File: config.mk
export PLATFORM = sky130hd
export DESIGN_NAME = inst_queue
export DESIGN_NICKNAME = d
export VERILOG_FILES = /design/src/rtl/inst_queue_pkg.sv /design/src/rtl/inst_queue.sv
export SDC_FILE = /design/constraint.sdc
export NUM_CORES = 1
export LEC_CHECK = 0
export BUFFER_PORTS_ARGS = -buffer_cell sky130_fd_sc_hd__buf_2
export CAP_MARGIN = 20
export CORE_ASPECT_RATIO = 2
export CORE_MARGIN = 2
export CORE_UTILIZATION = 60
export CTS_BUF_LIST = sky130_fd_sc_hd__clkbuf_16
export CTS_CLUSTER_DIAMETER = 150
export DETAILED_ROUTE_END_ITERATION = 12
export GPL_ROUTABILITY_DRIVEN = 0
export MAX_ROUTING_LAYER = met4
export PLACE_DENSITY_LB_ADDON = 0.25
export SYNTH_ARGS = -nofsm -noshare
export SYNTH_HDL_FRONTEND = slang
export SYNTH_SLANG_ARGS = --single-unit
File: constraint.sdc
create_clock -name clk -period 4.8 [get_ports clk]
set_input_delay 0.96 -clock clk [delete_from_list [all_inputs] [get_ports clk]]
set_output_delay 0.96 -clock clk [all_outputs]
set_load 0.02 [all_outputs]
File: src/rtl/inst_queue_pkg.sv
// inst_queue_pkg: shared bus widths, zero word and default depth for the instruction queue
package inst_queue_pkg;
    localparam int IQ_ADDR_W = 32;
    localparam int IQ_INST_W = 32;
    localparam int IQ_DEPTH  = 4;
    localparam logic [63:0] IQ_ZERO_WORD = '0;
endpackage

File: src/rtl/inst_queue.sv
// inst_queue: IF-to-ID circular instruction buffer with flush and one-cycle latency
module inst_queue
    import inst_queue_pkg::*;
#(
    parameter int ADDR_W = IQ_ADDR_W,
    parameter int INST_W = IQ_INST_W,
    parameter int DEPTH  = IQ_DEPTH
) (
    input  logic                     clk,
    input  logic                     rst,
    input  logic                     flush,
    input  logic                     if_valid,
    output logic                     if_ready,
    input  logic [ADDR_W-1:0]        if_pc,
    input  logic [INST_W-1:0]        if_inst,
    output logic                     id_valid,
    input  logic                     id_ready,
    output logic [ADDR_W-1:0]        id_pc,
    output logic [INST_W-1:0]        id_inst,
    output logic [$clog2(DEPTH):0]   count
);
    localparam int AW = $clog2(DEPTH);
    logic [AW:0]       wr_ptr, rd_ptr;
    logic [ADDR_W-1:0] pc_mem   [DEPTH];
    logic [INST_W-1:0] inst_mem [DEPTH];
    logic full, empty, push, pop;
    always_comb begin
        full     = (wr_ptr[AW-1:0] == rd_ptr[AW-1:0]) && (wr_ptr[AW] != rd_ptr[AW]);
        empty    = wr_ptr == rd_ptr;
        if_ready = !full;
        id_valid = !empty;
        push     = if_valid && !full;
        pop      = id_ready && !empty;
        count    = wr_ptr - rd_ptr;
        id_pc    = empty ? IQ_ZERO_WORD[ADDR_W-1:0] : pc_mem[rd_ptr[AW-1:0]];
        id_inst  = empty ? IQ_ZERO_WORD[INST_W-1:0] : inst_mem[rd_ptr[AW-1:0]];
    end
    always_ff @(posedge clk) begin
        if (!rst || flush) begin
            wr_ptr <= '0;
            rd_ptr <= '0;
        end else begin
            if (push) wr_ptr <= wr_ptr + 1'b1;
            if (pop)  rd_ptr <= rd_ptr + 1'b1;
        end
    end
    // storage is intentionally not reset; only the pointers define validity
    always_ff @(posedge clk) begin
        if (rst && !flush && push) begin
            pc_mem[wr_ptr[AW-1:0]]   <= if_pc;
            inst_mem[wr_ptr[AW-1:0]] <= if_inst;
        end
    end
endmodule

Word level (Yosys, flattened, before mapping)
Memories as Yosys holds them, arrays and structs flattened. A register that Yosys moved wholly into a read port is not among the register bits.
Cells that the tools add are included.
{ "totals": {"ff_bits": 6, "latch_bits": 0, "ramBits": 256, "rom_bits": 0, "inputBits": 69, "out_inout_bits": 69, "elab_cells": 28, "mem_count": 2} }
{ "mem_list": {"columns": ["memory", "depth", "word_bits", "read_ports", "rd_clocked_by_memory_dff", "wr", "line_no", "text"], "rows": [
  ["inst_mem", 4, 32, 1, 1, 1, "inst_queue.sv:25", "logic [INST_W-1:0] inst_mem [DEPTH];"],
  ["pc_mem", 4, 32, 1, 1, 1, "inst_queue.sv:24", "logic [ADDR_W-1:0] pc_mem [DEPTH];"]
]} }
{ "op_classes": {"n_addsub": 3, "multipliers": 0, "n_div": 0, "magnitude_cmp": 0, "eq_ne": 3, "shift": 0, "muxes": 8, "bitwise": 0, "n_reduce_logical": 10} }
{ "op_table": {"columns": ["op", "count"], "rows": [
  ["32-bit two-way mux", 2],
  ["2-bit two-way mux", 4],
  ["3-bit by 1-bit adder with 3-bit output, second input constant", 2],
  ["1-bit logical AND", 5],
  ["1-bit zero test", 4],
  ["3-bit == test", 1],
  ["3-bit subtractor", 1],
  ["2-bit == test", 1],
  ["1-bit two-way mux", 2],
  ["1-bit logical OR", 1],
  ["1-bit != test", 1]
]} }

Logic depth before layout (Yosys ltp)
{ "depth": {"depth_word": 7, "depth_mapped": 7, "mapped_depth_nobuf": 5} }

Worst setup path after synthesis
No wires, ideal clock.
{ "synth_path": {"path_kind": "input to register", "startpoint": "input rst", "endpoint": "memory inst_mem[0][0] (netlist bit), enable pin", "setup_ps": 429, "arrival_ps": 3039, "t_required_ps": 4371, "setup_slack_ps": 1331, "path_stages": 3, "path_buffers": 1, "path_cell_list": "nor2b_1 -> clkbuf_1 -> and3_1"} }
{ "synth_between": {"elab_chain_cells": 4} }
{ "synth_rtl": {"columns": ["item", "line_no", "text"], "rows": [
  ["start, declared", "inst_queue.sv:10", "input logic rst,"],
  ["1-bit logical AND (2 in series)", "inst_queue.sv:49", "if (rst && !flush && push) begin"],
  ["1-bit two-way mux", "inst_queue.sv:49", null],
  ["1-bit two-way mux (not written as such)", "inst_queue.sv:51", "inst_mem[wr_ptr[AW-1:0]] <= if_inst;"],
  ["end, declared", "inst_queue.sv:25", null]
]} }
Every way passes these cells.

Worst setup path in the final report
{ "layout_path": {"startpoint": "register wr_ptr[0]", "endpoint": "output id_pc[8]"} }
{ "layout_between": {"elab_chain_cells": 2} }
{ "layout_rtl": {"columns": ["item", "line_no", "text"], "rows": [
  ["start, declared", "inst_queue.sv:23", "logic [AW:0] wr_ptr, rd_ptr;"],
  ["start signal, assigned", "inst_queue.sv:43", "if (push) wr_ptr <= wr_ptr + 1'b1;"],
  ["3-bit == test", "inst_queue.sv:29", "empty = wr_ptr == rd_ptr;"],
  ["32-bit two-way mux", "inst_queue.sv:35", "id_pc = empty ? IQ_ZERO_WORD[ADDR_W-1:0] : pc_mem[rd_ptr[AW-1:0]];"],
  ["end, declared", "inst_queue.sv:18", "output logic [ADDR_W-1:0] id_pc,"]
]} }
Every way passes these cells.

==> results.toml <==
[status]
outcome = "finished clean"

[grt]
antenna_found_initial = 3
grt_overflow = 0
grt_usage = 0.208
grt_pass1_wl_um = 28800
grt_pass1_vias = 5465
grt_max_degree = 65

[route]
dr.pass1.iters = 5
ant_nets = 0
wirelength_um = 18600
first_iter_violations = 269
routedWlPerCell_um = 22.2
vias = 4995
vias_per_cell = 5.97
route.detailed.drc = 0

[floorplanning]
start_util = 0.608
core-area_sq_um = 17200
row_count = 68
die_y_um = 191
num_io_pins = 138
die_w_um = 97.3
die_area_sq_um = 18600

[yosys]
syn_nets = 542
synth_sequential_area_ratio = 0.751
ys_ff_latch = 264
synthDistinctLibCells = 33
synth_top_area_cell = "edfxtp_1"
netlist.area_leader.share = 0.736
synth_area_leaders = "edfxtp_1, mux4_1, nor2b_1"
ys_warn_count = 0
syn_inst = 465
synth_flop_cell = "edfxtp_1"
synth_edf_count = 256
async_reset_ff_frac = 0
syn_avg_cell_area_sq_um = 22.5
syn_area_sq_um = 10500

[setup_path]
cp.required_ns = 3.84
worstPathArrival_ns = 2.77
crit_path_end_kind = "output pin"
r2r_cells = 5
critPathMaxFanout = 39
startpoint_type = "register"
crit_type = "reg -> out"

[clock_tree]
cts-buffers-inserted = 22
clkLatencyLatePin_ns = 0.50
postCtsHoldBufs = 0
cts_tree = "done"
cts_resized = 0
clk_pin_slew_worst_paths_ns = 0.07
cts_root_buf = "clkbuf_16"
post_cts.repair.setup_buffers = 0
ctsHtreeMaxLevel = 1
clk_path_buf_depth = 3
clkSinkCount = 264

[power]
power_density_nw_per_um2 = 386
ir_worst_vdd_v = 0.000390
internal_power_uw = 3740
power_frac_clock = 0.404
seqPwrFrac = 0.548
p_sw_uw = 933
p_sw_frac = 0.200
combPwrFrac = 0.048
power_leakage_uw = 0.00419

[hold_path]
min_path_cells = 2
hold_class = "reg -> reg"

[timing]
finalSetupViolCount = 0
finalCritPeriodShare = 0.777
tns_ns = 0
relSlewSlack = 0.317
min_period_ns = 3.73
finClkSkew_ns = 0.00763
hold_viol = 0
rsz0062_at_grt = "false"
drv_slew = 0
clock.fmax_mhz = 268
tightest_slew_ns = 1.03

[placement]
io_buffers = 137
detailed_place_hpwl_um = 11000
placedCellCount = 792
placed_cell_area_sq_um = 11300

[cells_and_area]
fin_cells = 836
multiInputGateArea_sq_um = 2410
layout-area-overhead-vs-synth_pct = 15.8
nFillCells = 1108
seqCellArea_sq_um = 7850
post_route_cells_drive_above_1_share = 0.327
final_common_cell = "edfxtp_1"
final_nets = 684
layout_common_cells = "edfxtp_1, buf_2, nor2b_1, mux4_1, clkbuf_16"
design_area_sq_um = 12100

[flow_run]
cap_violations = 0
area by class of cell:
class,count,share of cell area
Sequential cell,264,0.649
Multi-Input combinational cell,170,0.200
Timing Repair Buffer,140,0.0612
Clock buffer,23,0.0476
Tap cell,210,0.0217
Clock inverter,17,0.0175
Inverter,9,0.00279
Antenna cell,3,0.000620
worst paths after layout:
check	slack [ns]	endpoint	from
min reg2reg	0.51	wr_ptr[0]$_SDFFE_PP0P_	wr_ptr[0]$_SDFFE_PP0P_
max reg2reg	1.73	pc_mem[0][1]$_DFFE_PP_	wr_ptr[0]$_SDFFE_PP0P_
min	0.51	wr_ptr[0]$_SDFFE_PP0P_	wr_ptr[0]$_SDFFE_PP0P_
max	1.07	id_pc[8]	wr_ptr[0]$_SDFFE_PP0P_
cells in the mapped netlist (2+ instances only):
| master | number |
|---|---|
| edfxtp_1 | 256 |
| nor2b_1 | 61 |
| mux4_1 | 51 |
| mux4_2 | 13 |
| buf_6 | 12 |
| inv_1 | 9 |
| dfxtp_1 | 8 |
| ha_1 | 7 |
| buf_2 | 6 |
| and3_1 | 4 |
| nand2_1 | 4 |
| nor2b_2 | 4 |
| o2111ai_1 | 4 |
| clkbuf_1 | 2 |
| mux2i_1 | 2 |
| nand2b_1 | 2 |
| o211ai_1 | 2 |
| o31ai_1 | 2 |
| xnor2_1 | 2 |
registers in the layout, summed over array words and instances, names as in the netlist, named ones only:
register and count:
inst_mem 128, pc_mem 128, rd_ptr 3, wr_ptr 3
routing by layer:
metal  vias up  share of wire  global-route usage
met5         -              0                   -
met1      2576           0.36               0.223
met3        38          0.043              0.0334
met4         0          0.027              0.0769
li1       2222              -                   -
met2       159           0.57               0.385
critical path, cell delays in order, from the launching register on:
cell and delay, ns:
dfxtp_1 0.38, inv_1 0.12, ha_1 0.34, nand2_1 0.17, nor2_4 0.64, buf_12 0.30
nor2b_1 0.11, buf_2 0.17
per-stage QoR:
step	setup WS, ns	hold WS [ns]	power (uW)	util
final	1.07	0.511	4670	0.704
after global routing	0.911	0.574	4810	0.704
after CTS	1.05	0.503	4720	0.702
after detailed placement	1.59	0.496	2830	0.656
after global placement	1.61	0.494	2820	0.656
after floorplan	1.33	0.470	2740	-
power by group through the flow:
stage | clock [uW] | sequential (uW) | combinational (uW)
after floorplan | 0 | 2610 | 131
after global placement | 0 | 2610 | 212
after detailed placement | 0 | 2610 | 220
after CTS | 1940 | 2560 | 220
after global routing | 2010 | 2560 | 242
final | 1890 | 2560 | 224
cells by family (layout without fill, tap and decap cells):
group / count (synthesis) / count (layout) / synth area share
AO/OA/AOI/OAI: 13 / 13 / 0.00958
XOR/XNOR: 3 / 3 / 0.00251
flip-flops: 264 / 264 / 0.751
multiplexers: 66 / 66 / 0.158
adder cells (fa/ha/maj): 8 / 8 / 0.0103
AND/OR/NAND/NOR: 80 / 80 / 0.0479
other: 0 / 3 / 0
buffers and inverters: 31 / 189 / 0.0206
No activity file was read; power rests on OpenSTA's default activity.
